[src/rtl/lram_readback_if.sv]
`default_nettype none
`timescale 1ns/1ps
// ============================================================================
// Module   : lram_readback_if
// Purpose  : Command, LRAM read port and output stream bundle for lram_readback.
// Revision : 1.0 - initial release
// ============================================================================
interface lram_readback_if #(
  parameter int ADDR_W = 14,
  parameter int DATA_W = 32
);
  logic              start;
  logic [ADDR_W-1:0] base_addr;
  logic [ADDR_W:0]   count;
  logic              busy;
  logic              done;
  logic              mem_ce;
  logic [ADDR_W-1:0] mem_addr;
  logic [DATA_W-1:0] mem_rdata;
  logic              out_valid;
  logic              out_ready;
  logic [DATA_W-1:0] out_data;
  logic              out_last;

  modport master (
    input  start, base_addr, count, mem_rdata, out_ready,
    output busy, done, mem_ce, mem_addr, out_valid, out_data, out_last
  );

  modport slave (
    output start, base_addr, count, mem_rdata, out_ready,
    input  busy, done, mem_ce, mem_addr, out_valid, out_data, out_last
  );
endinterface
`default_nettype wire

[src/rtl/lram_readback.sv]
`default_nettype none
`timescale 1ns/1ps
// ============================================================================
// Module   : lram_readback
// Purpose  : Credit-based sequential LRAM read-back engine streaming words out.
// Revision : 1.0 - initial release
// ============================================================================
module lram_readback #(
  parameter int ADDR_W = 14,
  parameter int DATA_W = 32,
  parameter int RD_LAT = 2
) (
  input  logic           clk,
  input  logic           rst,
  lram_readback_if.master bus
);
  localparam int              D      = RD_LAT + 2;
  localparam int              CW     = $clog2(D + 1);
  localparam logic [CW:0]     D_W    = D[CW:0];
  localparam logic [CW-1:0]   ONE_CW = {{(CW-1){1'b0}}, 1'b1};
  localparam logic [ADDR_W:0] ONE_A  = {{ADDR_W{1'b0}}, 1'b1};

  typedef enum logic [1:0] {IDLE = 2'd0, RUN = 2'd1, DRAIN = 2'd2, DONE = 2'd3} state_t;
  state_t state_q, state_d;

  logic [ADDR_W-1:0] base_q, base_d;
  logic [ADDR_W:0]   count_q, count_d, issued_q, issued_d, rem_q, rem_d;
  logic [CW-1:0]     inflight_q, inflight_d, occ_q, occ_d, w_wr_idx;
  logic [RD_LAT-1:0] vld_q, vld_d;
  logic [DATA_W-1:0] data_q [D];
  logic [DATA_W-1:0] data_d [D];
  logic [D-1:0]      last_q, last_d;
  logic              w_issue, w_push, w_pop, w_credit;

  // Credit ignores a same-cycle pop so every issued read owns a FIFO slot.
  assign w_credit = ({1'b0, inflight_q} + {1'b0, occ_q}) < D_W;
  assign w_issue  = (state_q == RUN) && (issued_q < count_q) && w_credit;
  assign w_push   = vld_q[RD_LAT-1];
  assign w_pop    = (occ_q != '0) && bus.out_ready;

  generate
    if (RD_LAT == 1) begin : g_lat1
      assign vld_d = w_issue;
    end else begin : g_latn
      assign vld_d = {vld_q[RD_LAT-2:0], w_issue};
    end
  endgenerate

  assign bus.mem_ce    = w_issue;
  assign bus.mem_addr  = base_q + issued_q[ADDR_W-1:0];
  assign bus.out_valid = (occ_q != '0);
  assign bus.out_data  = data_q[0];
  assign bus.out_last  = last_q[0];

  always_comb begin
    state_d  = state_q;
    bus.busy = 1'b0;
    bus.done = 1'b0;
    case (state_q)
      IDLE:  if (bus.start) state_d = (bus.count == '0) ? DONE : RUN;
      RUN: begin
        bus.busy = 1'b1;
        if (w_issue && ((issued_q + ONE_A) == count_q)) state_d = DRAIN;
      end
      DRAIN: begin
        bus.busy = 1'b1;
        if (w_pop && last_q[0]) state_d = DONE;
      end
      DONE: begin
        bus.done = 1'b1;
        state_d  = IDLE;
      end
      default: state_d = IDLE;
    endcase
  end

  always_comb begin
    base_d     = base_q;
    count_d    = count_q;
    issued_d   = issued_q;
    rem_d      = rem_q;
    inflight_d = inflight_q;
    occ_d      = occ_q;
    data_d     = data_q;
    last_d     = last_q;
    w_wr_idx   = w_pop ? (occ_q - ONE_CW) : occ_q;

    if ((state_q == IDLE) && bus.start) begin
      base_d   = bus.base_addr;
      count_d  = bus.count;
      issued_d = '0;
      rem_d    = bus.count;
    end
    if (w_issue) issued_d = issued_q + ONE_A;
    if (w_push)  rem_d    = rem_q - ONE_A;

    case ({w_issue, w_push})
      2'b10:   inflight_d = inflight_q + ONE_CW;
      2'b01:   inflight_d = inflight_q - ONE_CW;
      default: ;
    endcase
    case ({w_push, w_pop})
      2'b10:   occ_d = occ_q + ONE_CW;
      2'b01:   occ_d = occ_q - ONE_CW;
      default: ;
    endcase

    // Shift-down FIFO keeps the head in entry 0 so the stream outputs are flops.
    if (w_pop) begin
      for (int i = 0; i < D - 1; i++) begin
        data_d[i] = data_q[i+1];
        last_d[i] = last_q[i+1];
      end
      data_d[D-1] = '0;
      last_d[D-1] = 1'b0;
    end
    if (w_push) begin
      for (int i = 0; i < D; i++) begin
        if (w_wr_idx == CW'(i)) begin
          data_d[i] = bus.mem_rdata;
          last_d[i] = (rem_q == ONE_A);
        end
      end
    end
  end

  always_ff @(posedge clk) begin
    if (rst) begin
      state_q    <= IDLE;
      base_q     <= '0;
      count_q    <= '0;
      issued_q   <= '0;
      rem_q      <= '0;
      inflight_q <= '0;
      occ_q      <= '0;
      vld_q      <= '0;
      last_q     <= '0;
      for (int i = 0; i < D; i++) data_q[i] <= '0;
    end else begin
      state_q    <= state_d;
      base_q     <= base_d;
      count_q    <= count_d;
      issued_q   <= issued_d;
      rem_q      <= rem_d;
      inflight_q <= inflight_d;
      occ_q      <= occ_d;
      vld_q      <= vld_d;
      last_q     <= last_d;
      data_q     <= data_d;
    end
  end
endmodule
`default_nettype wire

[src/flat_wrapper.sv]
// flat-port wrapper written by rule: the top's interface ports become plain ports
module lram_readback_flat 
#(
  parameter int ADDR_W = 14,
  parameter int DATA_W = 32,
  parameter int RD_LAT = 2
)
  (clk, rst, bus_start, bus_base_addr, bus_count, bus_mem_rdata, bus_out_ready, bus_busy, bus_done, bus_mem_ce, bus_mem_addr, bus_out_valid, bus_out_data, bus_out_last);
  lram_readback_if #(.ADDR_W(ADDR_W), .DATA_W(DATA_W)) bus_i ();
  input  logic clk;
  input  logic rst;
  input wire logic [$bits(bus_i.start)-1:0] bus_start;
  input wire logic [$bits(bus_i.base_addr)-1:0] bus_base_addr;
  input wire logic [$bits(bus_i.count)-1:0] bus_count;
  input wire logic [$bits(bus_i.mem_rdata)-1:0] bus_mem_rdata;
  input wire logic [$bits(bus_i.out_ready)-1:0] bus_out_ready;
  output wire logic [$bits(bus_i.busy)-1:0] bus_busy;
  output wire logic [$bits(bus_i.done)-1:0] bus_done;
  output wire logic [$bits(bus_i.mem_ce)-1:0] bus_mem_ce;
  output wire logic [$bits(bus_i.mem_addr)-1:0] bus_mem_addr;
  output wire logic [$bits(bus_i.out_valid)-1:0] bus_out_valid;
  output wire logic [$bits(bus_i.out_data)-1:0] bus_out_data;
  output wire logic [$bits(bus_i.out_last)-1:0] bus_out_last;
  assign bus_i.start = bus_start;
  assign bus_i.base_addr = bus_base_addr;
  assign bus_i.count = bus_count;
  assign bus_i.mem_rdata = bus_mem_rdata;
  assign bus_i.out_ready = bus_out_ready;
  assign bus_busy = bus_i.busy;
  assign bus_done = bus_i.done;
  assign bus_mem_ce = bus_i.mem_ce;
  assign bus_mem_addr = bus_i.mem_addr;
  assign bus_out_valid = bus_i.out_valid;
  assign bus_out_data = bus_i.out_data;
  assign bus_out_last = bus_i.out_last;
  lram_readback #(.ADDR_W(ADDR_W), .DATA_W(DATA_W), .RD_LAT(RD_LAT)) u_core (.clk(clk), .rst(rst), .bus(bus_i));
endmodule
[config.mk]
export PLATFORM = sky130hd
export DESIGN_NAME = lram_readback_flat
export DESIGN_NICKNAME = d
export VERILOG_FILES = /design/src/rtl/lram_readback_if.sv /design/src/rtl/lram_readback.sv /design/src/flat_wrapper.sv
export SDC_FILE = /design/constraint.sdc
export NUM_CORES = 1
export LEC_CHECK = 0
export ABC_AREA = 0
export CAP_MARGIN = 20
export CORE_ASPECT_RATIO = 1.2
export CORE_UTILIZATION = 50
export CTS_CLUSTER_SIZE = 10
export DETAILED_ROUTE_END_ITERATION = 7
export PLACE_DENSITY = 0.79
export SYNTH_ARGS = -nofsm -noshare
export SYNTH_HDL_FRONTEND = slang
export SYNTH_SLANG_ARGS = --single-unit
[constraint.sdc]
create_clock -name clk -period 6.7 [get_ports clk]
set_clock_uncertainty 0.15 [all_clocks]
set_input_delay 1.34 -clock clk [delete_from_list [all_inputs] [get_ports clk]]
set_output_delay 1.34 -clock clk [all_outputs]
set_load 0.02 [all_outputs]
==> results of run 1 <==
==> layer usage <==
layer,wire (um),GRT usage
met2,12100,0.417
met3,1470,0.0395
met1,10900,0.301
met5,0,0
met4,363,0.0486
==> where the power goes <==
part / total [W] / switching (W) / internal [W]
Combinational: 0.00105 / 0.000648 / 0.000402
Sequential: 0.00143 / 0.000104 / 0.00132
Clock: 0.00115 / 0.000465 / 0.000686
Total: 0.00363 / 0.00122 / 0.00241
==> Yosys cell counts, drive strengths merged (2+ instances only) <==
| library cell | instances |
|---|---|
| nand2 | 317 |
| dfxtp | 201 |
| nor2 | 158 |
| a21oi | 117 |
| a311oi | 99 |
| buf | 63 |
| clkbuf | 61 |
| nand3 | 44 |
| ha | 43 |
| inv | 34 |
| o21ai | 26 |
| xnor2 | 23 |
| nor3 | 19 |
| xor2 | 14 |
| or3 | 11 |
| nand2b | 10 |
| nor2b | 10 |
| nor4 | 9 |
| a211oi | 8 |
| a31oi | 6 |
| nand4 | 6 |
| and3 | 5 |
| o211ai | 5 |
| a2111oi | 4 |
| a21o | 4 |
| and2 | 4 |
| and4 | 4 |
| a211o | 3 |
| mux2i | 3 |
| nand3b | 3 |
| o21a | 3 |
| o22ai | 3 |
| o311ai | 3 |
| or4 | 3 |
| and4b | 2 |
| fa | 2 |
| nor4b | 2 |
| nor4bb | 2 |
| o31ai | 2 |
==> worst reg2reg max path: cells and delay by family, from the launching register on <==
family          cells  cell delay [ns]
buf+inv             3             1.45
simple gates        3             0.83
compound gates      2             0.43
flops               1             0.37
xor+xnor            1             0.33
fa+ha+maj           1             0.16
==> per-stage QoR <==
step                std cells  setup slack (ns)  power [W]  cell area [um^2]  hold slack [ns]
global route             1647              1.09    0.00385             12000            0.311
global placement         1615              2.04    0.00247             11300            0.267
detailed placement       1615              1.92    0.00250             11300            0.276
CTS                      1647              1.55    0.00366             12000            0.290
finish                   1647              1.55    0.00363             12000            0.289
floorplan                1347              2.64    0.00219             10300            0.264
==> how the worst min path moves through the flow <==
stage,from,to,slack (ns)
global route,u_core.vld_q[0],u_core.vld_q[1],0.31
finish,u_core.vld_q[0],u_core.vld_q[1],0.29
CTS,u_core.vld_q[0],u_core.vld_q[1],0.29
global placement,u_core.vld_q[0],u_core.vld_q[1],0.27
detailed placement,u_core.vld_q[0],u_core.vld_q[1],0.28
floorplan,u_core.vld_q[0],u_core.vld_q[1],0.26
==> layout by cell type (no fill, tap or decap), drive strengths merged, types with 6 or more instances in the layout <==
| cell type | count |
|---|---|
| dfxtp | 201 |
| clkbuf | 32 |
| nand4 | 6 |
| nand3 | 44 |
| buf | 13 |
| a21oi | 117 |
| inv | 33 |
| nor4 | 9 |
| o21ai | 26 |
| xnor2 | 23 |
| nor2 | 158 |
| nand2 | 317 |
| a311oi | 99 |
| nand2b | 10 |
| or3 | 11 |
| xor2 | 14 |
| a211oi | 8 |
| ha | 43 |
| nor2b | 10 |
| clkdlybuf4s50 | 114 |
| a31oi | 6 |
| nor3 | 19 |
==> final cells by class <==
cell class / instances / area share
multi-input combinational: 987 / 0.465
sequential: 201 / 0.337
timing repair buffer: 127 / 0.104
clock buffer: 32 / 0.0562
tap: 265 / 0.0277
inverter: 35 / 0.0111
==> cells by family after synthesis <==
group                      Yosys count  synth area share
and+or+nand+nor                    612             0.255
AOI/OAI and AO/OA                  289             0.191
muxes                                4           0.00400
adders and majority gates           45            0.0561
buffers and inverters              159            0.0716
DFF                                201             0.390
xor gates and xnor gates            37            0.0314
==> registers in the layout (all words and copies together) (netlist names) <==
register	cells
u_core.vld_q	2
u_core.occ_q	3
u_core.inflight_q	3
u_core.count_q	15
u_core.last_q	4
u_core.rem_q	15
u_core.base_q	14
u_core.state_q	2
u_core.bus.out_data	32
u_core.issued_q	15
u_core.data_q	96
==> flow_metrics.py, run 1 <==
metrics = {
    "setup_path": {
        "critical_path.startpoint_type": "flip-flop",
        "critical_path.max_fanout": 7,
        "critical_path_buf_inv_count": 2,
        "cp_cell_sequence": "ha_1 > inv_1 > fa_1 > nor2b_1 > o21ai_0 > nand2b_1 > a2111oi_0 > o31ai_1 > o41ai_1 > xnor2_1 > clkdlybuf4s50_1",
        "rr_endpoint": "u_core.data_q[74]",
        "worst_path_dominant_cell_family": "compound AO/OA/AOI/OAI gates",
        "timing.reg2reg.setup_slack_ns": 2.87,
        "critPathRequiredTime_ns": 5.21,
        "rr_startpoint": "u_core.occ_q[0]",
        "worstSetupEndpointType": "primary output",
        "slowest_delay_ns": 0.61,
        "instance_count_on_the_critical_path": 11,
        "rr_worst_depth": 10,
        "criticalPathCategory": "flip-flop to primary output",
        "crit_slowest_cell": "sky130_fd_sc_hd__a2111oi_0",
        "worstSetupEndpoint": "bus_mem_addr[12]",
        "critical_path_at_ns": 3.66,
        "setup.worst_path.start": "u_core.issued_q[0]",
    },
    "cts": {
        "clkSlewWorstSetupHoldPaths_ns": 0.06,
        "clock_sink_count": 201,
        "postCtsHoldBufs": 0,
        "post_cts.resized_instances": 0,
        "number_of_buffers_inserted_to_repair_setup_after_cts": 0,
        "cts_made_buffers": 24,
        "worst_skew_late_latency_ns": 0.50,
        "cts_max_level": 1,
        "root_buffer": "sky130_fd_sc_hd__clkbuf_16",
        "cts_tree": "done",
        "cts.path.max_buffers": 3,
    },
    "grt": {
        "number_of_antenna_violations_at_the_first_check_in_global_routing": 0,
        "grt_max_degree": 135,
        "grt_pass1_wl_um": 42800,
        "vias_in_the_first_global_route": 8950,
        "grtUsageTotal": 0.236,
        "grt_overflow": 0,
    },
    "sta": {
        "final_hold_viol_count": 0,
        "timing_worst_slew_pin_value_ns": 1.05,
        "setup_viol_count_final": 0,
        "slew-limit-headroom": 0.297,
        "min_period_ns": 5.15,
        "maxSlewViolCount": 0,
        "final.period_utilization": 0.768,
        "timing.setup.tns_ns": 0,
        "rsz_0062_raised_after_global_routing": "false",
        "fmax_ghz": 0.194,
    },
    "synth": {
        "yosys.cell_types.count": 58,
        "syn_avg_cell_area_um2": 7.66,
        "synth_sequential_area_ratio": 0.390,
        "yosysWarningCount": 0,
        "synth_edf_count": 0,
        "synthArstFlopShare": 0,
        "synth.area.top_cells": "sky130_fd_sc_hd__dfxtp_1, sky130_fd_sc_hd__nand2_1, sky130_fd_sc_hd__a311oi_1",
        "cell_area_after_synthesis_um2": 10300,
        "yosys.area.top_type_share": 0.390,
        "prevailing_post_synth_register_cell": "sky130_fd_sc_hd__dfxtp_1",
        "ys_seq_elements": 201,
        "mappedNetlistNets": 1457,
        "synthCells": 1347,
        "post-synth-top-area-cell": "sky130_fd_sc_hd__dfxtp_1",
    },
    "route": {
        "drtIter0Drc": 733,
        "detail_route.first_pass.iterations": 5,
        "viasPerCell": 5.71,
        "ant_nets": 0,
        "wirelength_um": 24900,
        "via_count": 9409,
        "post-route-drc-count": 0,
        "wire_per_inst_um": 15.1,
    },
    "cells_and_area": {
        "seqCellArea_um2": 4020,
        "area.growth.synth_to_final_pct": 16.0,
        "antenna-diode-count": 0,
        "drive_gt1_frac": 0.0384,
        "final_core_util": 0.590,
        "fin_nets": 1486,
        "nFillCells": 1851,
        "multi_input_area_um2": 5560,
    },
    "min_path": {
        "timing.hold.worst.class": "flip-flop to flip-flop",
        "min_path_cells": 1,
    },
    "placed_design": {
        "port_buffers": 115,
        "detailedPlacementHpwl_um": 15800,
        "gp_congestion": 0.858,
    },
    "power_and_ir_drop": {
        "leakagePower_nw": 4.18,
        "vdd_drop_max_mv": 0.211,
        "powerDensity_nw_per_um2": 303,
    },
    "die": {
        "die-area_um2": 21200,
        "initial_utilization": 0.509,
        "floorplan.rows": 57,
        "coreArea_um2": 20300,
        "floorplan.io_pins": 116,
        "die_h_um": 159,
        "chipWidth_um": 133,
    },
    "run_status": {
        "run_status": "complete, no violations",
    },
    "run": {
        "timing.max_cap.violations": 0,
    },
}
Note: power is estimated with default switching activity, not from simulation.
==> inputs of run 2 (changes only) <==
- PLACE_DENSITY: 0.79 -> 0.82
- clock period: 6.7 -> 4.4 ns (I/O delays scaled with it)
==> flow_metrics.py, run 2 (synthesis gave the netlist of run 1 again) <==
metrics = {
    "route": {
        "drtIter0Drc": 729,
        "wire_per_inst_um": 15.5,
        "viasPerCell": 5.83,
        "wirelength_um": 25600,
        "ant_nets": 0,
        "detail_route.first_pass.iterations": 6,
        "via_count": 9638,
        "post-route-drc-count": 0,
    },
    "sta": {
        "fmax_ghz": 0.235,
        "final.period_utilization": 0.966,
        "min_period_ns": 4.25,
        "final_hold_viol_count": 0,
        "slew-limit-headroom": 0.350,
        "rsz_0062_raised_after_global_routing": "false",
        "timing_worst_slew_pin_value_ns": 0.971,
        "maxSlewViolCount": 0,
        "setup_viol_count_final": 0,
        "timing.setup.tns_ns": 0,
        "hold-worst-slack_ns": 0.287,
        "postLayoutSetupSlackWorst_ns": 0.148,
    },
    "setup_path": {
        "instance_count_on_the_critical_path": 8,
        "crit_slowest_cell": "sky130_fd_sc_hd__clkdlybuf4s50_1",
        "critical_path.startpoint_type": "flip-flop",
        "rr_worst_depth": 12,
        "slowest_delay_ns": 0.61,
        "worst_path_dominant_cell_family": "compound AO/OA/AOI/OAI gates",
        "cp_cell_sequence": "ha_1 > a211o_1 > a21oi_1 > o21ai_0 > a2111oi_2 > buf_4 > xnor2_1 > clkdlybuf4s50_1",
        "critical_path.max_fanout": 7,
        "critPathRequiredTime_ns": 3.37,
        "criticalPathCategory": "flip-flop to primary output",
        "critical_path_at_ns": 3.22,
        "worstSetupEndpointType": "primary output",
        "critical_path_buf_inv_count": 2,
    },
    "cts": {
        "worst_skew_late_latency_ns": 0.50,
        "cts_max_level": 1,
        "root_buffer": "sky130_fd_sc_hd__clkbuf_16",
        "clock_sink_count": 201,
        "cts.path.max_buffers": 3,
        "cts_tree": "done",
        "clkSlewWorstSetupHoldPaths_ns": 0.06,
        "cts_made_buffers": 24,
        "postCtsHoldBufs": 0,
    },
    "cells_and_area": {
        "fin_area_um2": 12100,
        "commonest_non_fill_non_tap_cell_in_the_layout": "sky130_fd_sc_hd__nand2_1",
        "area.growth.synth_to_final_pct": 16.9,
        "seqCellArea_um2": 4030,
        "layout.cells.most_common_list": "sky130_fd_sc_hd__nand2_1, sky130_fd_sc_hd__dfxtp_1, sky130_fd_sc_hd__nor2_1",
        "antenna-diode-count": 0,
        "fin_nets": 1493,
        "regMostFlops": "u_core.data_q",
        "nFillCells": 1827,
        "largest_register_ffs": 96,
        "multi_input_area_um2": 5590,
        "drive_gt1_frac": 0.0461,
    },
    "grt": {
        "vias_in_the_first_global_route": 8882,
        "grtUsageTotal": 0.235,
        "number_of_antenna_violations_at_the_first_check_in_global_routing": 0,
        "grt_overflow": 0,
        "grt_max_degree": 109,
        "grt_pass1_wl_um": 42000,
    },
    "power_and_ir_drop": {
        "vdd_drop_max_mv": 0.341,
        "powerDensity_nw_per_um2": 459,
        "leakagePower_nw": 4.28,
    },
    "min_path": {
        "min_path_cells": 1,
        "timing.hold.worst.class": "flip-flop to flip-flop",
    },
    "placed_design": {
        "port_buffers": 115,
        "preCtsSetupSlack_ns": 0.185,
        "gp_congestion": 0.865,
        "placed_area_um2": 11400,
        "detailedPlacementHpwl_um": 16300,
    },
    "die": {
        "initial_utilization": 0.509,
        "die_h_um": 159,
        "chipWidth_um": 133,
        "floorplan.rows": 57,
        "coreArea_um2": 20300,
        "die-area_um2": 21200,
        "floorplan.io_pins": 116,
    },
    "run_status": {
        "run_status": "complete, no violations",
    },
    "run": {
        "timing.max_cap.violations": 0,
    },
}
## run 2: changes by cell type in the layout (fill, tap and decap cells not counted), sizes merged
cell           delta
dlygate4sd2       +3
dlymetal6s2s      +2
clkbuf            -2
clkdlybuf4s50     -5
clkinv            +1
buf               +7
## run 2: worst reg2reg max path, stage by stage (launching register included)
cell	delay (ns)
sky130_fd_sc_hd__dfxtp_1	0.37
sky130_fd_sc_hd__inv_1	0.06
sky130_fd_sc_hd__ha_1	0.28
sky130_fd_sc_hd__o21ai_0	0.10
sky130_fd_sc_hd__a21oi_1	0.27
sky130_fd_sc_hd__o2111ai_1	0.20
sky130_fd_sc_hd__o21ai_2	0.47
sky130_fd_sc_hd__ha_1	0.28
sky130_fd_sc_hd__inv_1	0.06
sky130_fd_sc_hd__fa_1	0.38
sky130_fd_sc_hd__xor2_1	0.15
sky130_fd_sc_hd__or3_1	0.30
sky130_fd_sc_hd__a21oi_1	0.13
## run 2: layout make-up
cell class              instances  area share
inverters                      35      0.0110
repair buffers                134       0.110
flip-flops and latches        201       0.334
clock buffers                  30      0.0543
clock inverters                 1    0.000415
multi-input cells             987       0.463
well taps                     265      0.0275
## run 2: worst paths after layout
check	slack [ns]	endpoint	start
hold reg to reg	0.29	u_core.vld_q[1]	u_core.vld_q[0]
setup / recovery	0.15	bus_mem_addr[9]	u_core.issued_q[1]
setup reg to reg	1.12	u_core.inflight_q[2]	u_core.count_q[12]
hold / removal	0.29	u_core.vld_q[1]	u_core.vld_q[0]
## run 2: per-layer routing
metal | wire length, um | part of all wire | GRT usage | up-vias
met4 | 569 | 0.022 | 0.0708 | 0
li1 | - | - | - | 4711
met5 | 0 | 0 | 0 | -
met1 | 10900 | 0.42 | 0.292 | 4602
met2 | 12700 | 0.50 | 0.413 | 271
met3 | 1470 | 0.057 | 0.0376 | 54
## run 2: what timing repair did
item	CTS	global route
pin swaps	1	1
setup buffers	1	0
endpoints found under the setup margin	5	5
gates resized for setup	6	5
## run 2: metrics by stage
step,power (W),instances,util
2_1_floorplan,0.00334,1347,-
3_3_place_gp,0.00378,1621,0.561
3_5_place_dp,0.00382,1621,0.561
4_1_cts,0.00557,1653,0.594
5_1_grt,0.00584,1653,0.595
6_report,0.00554,1653,0.595
## run 2: power by group
| group | internal (W) | total [W] | switching (W) |
|---|---|---|---|
| logic | 0.000623 | 0.00163 | 0.00101 |
| clock network | 0.00102 | 0.00173 | 0.000708 |
| registers | 0.00201 | 0.00217 | 0.000159 |
| total | 0.00366 | 0.00554 | 0.00188 |
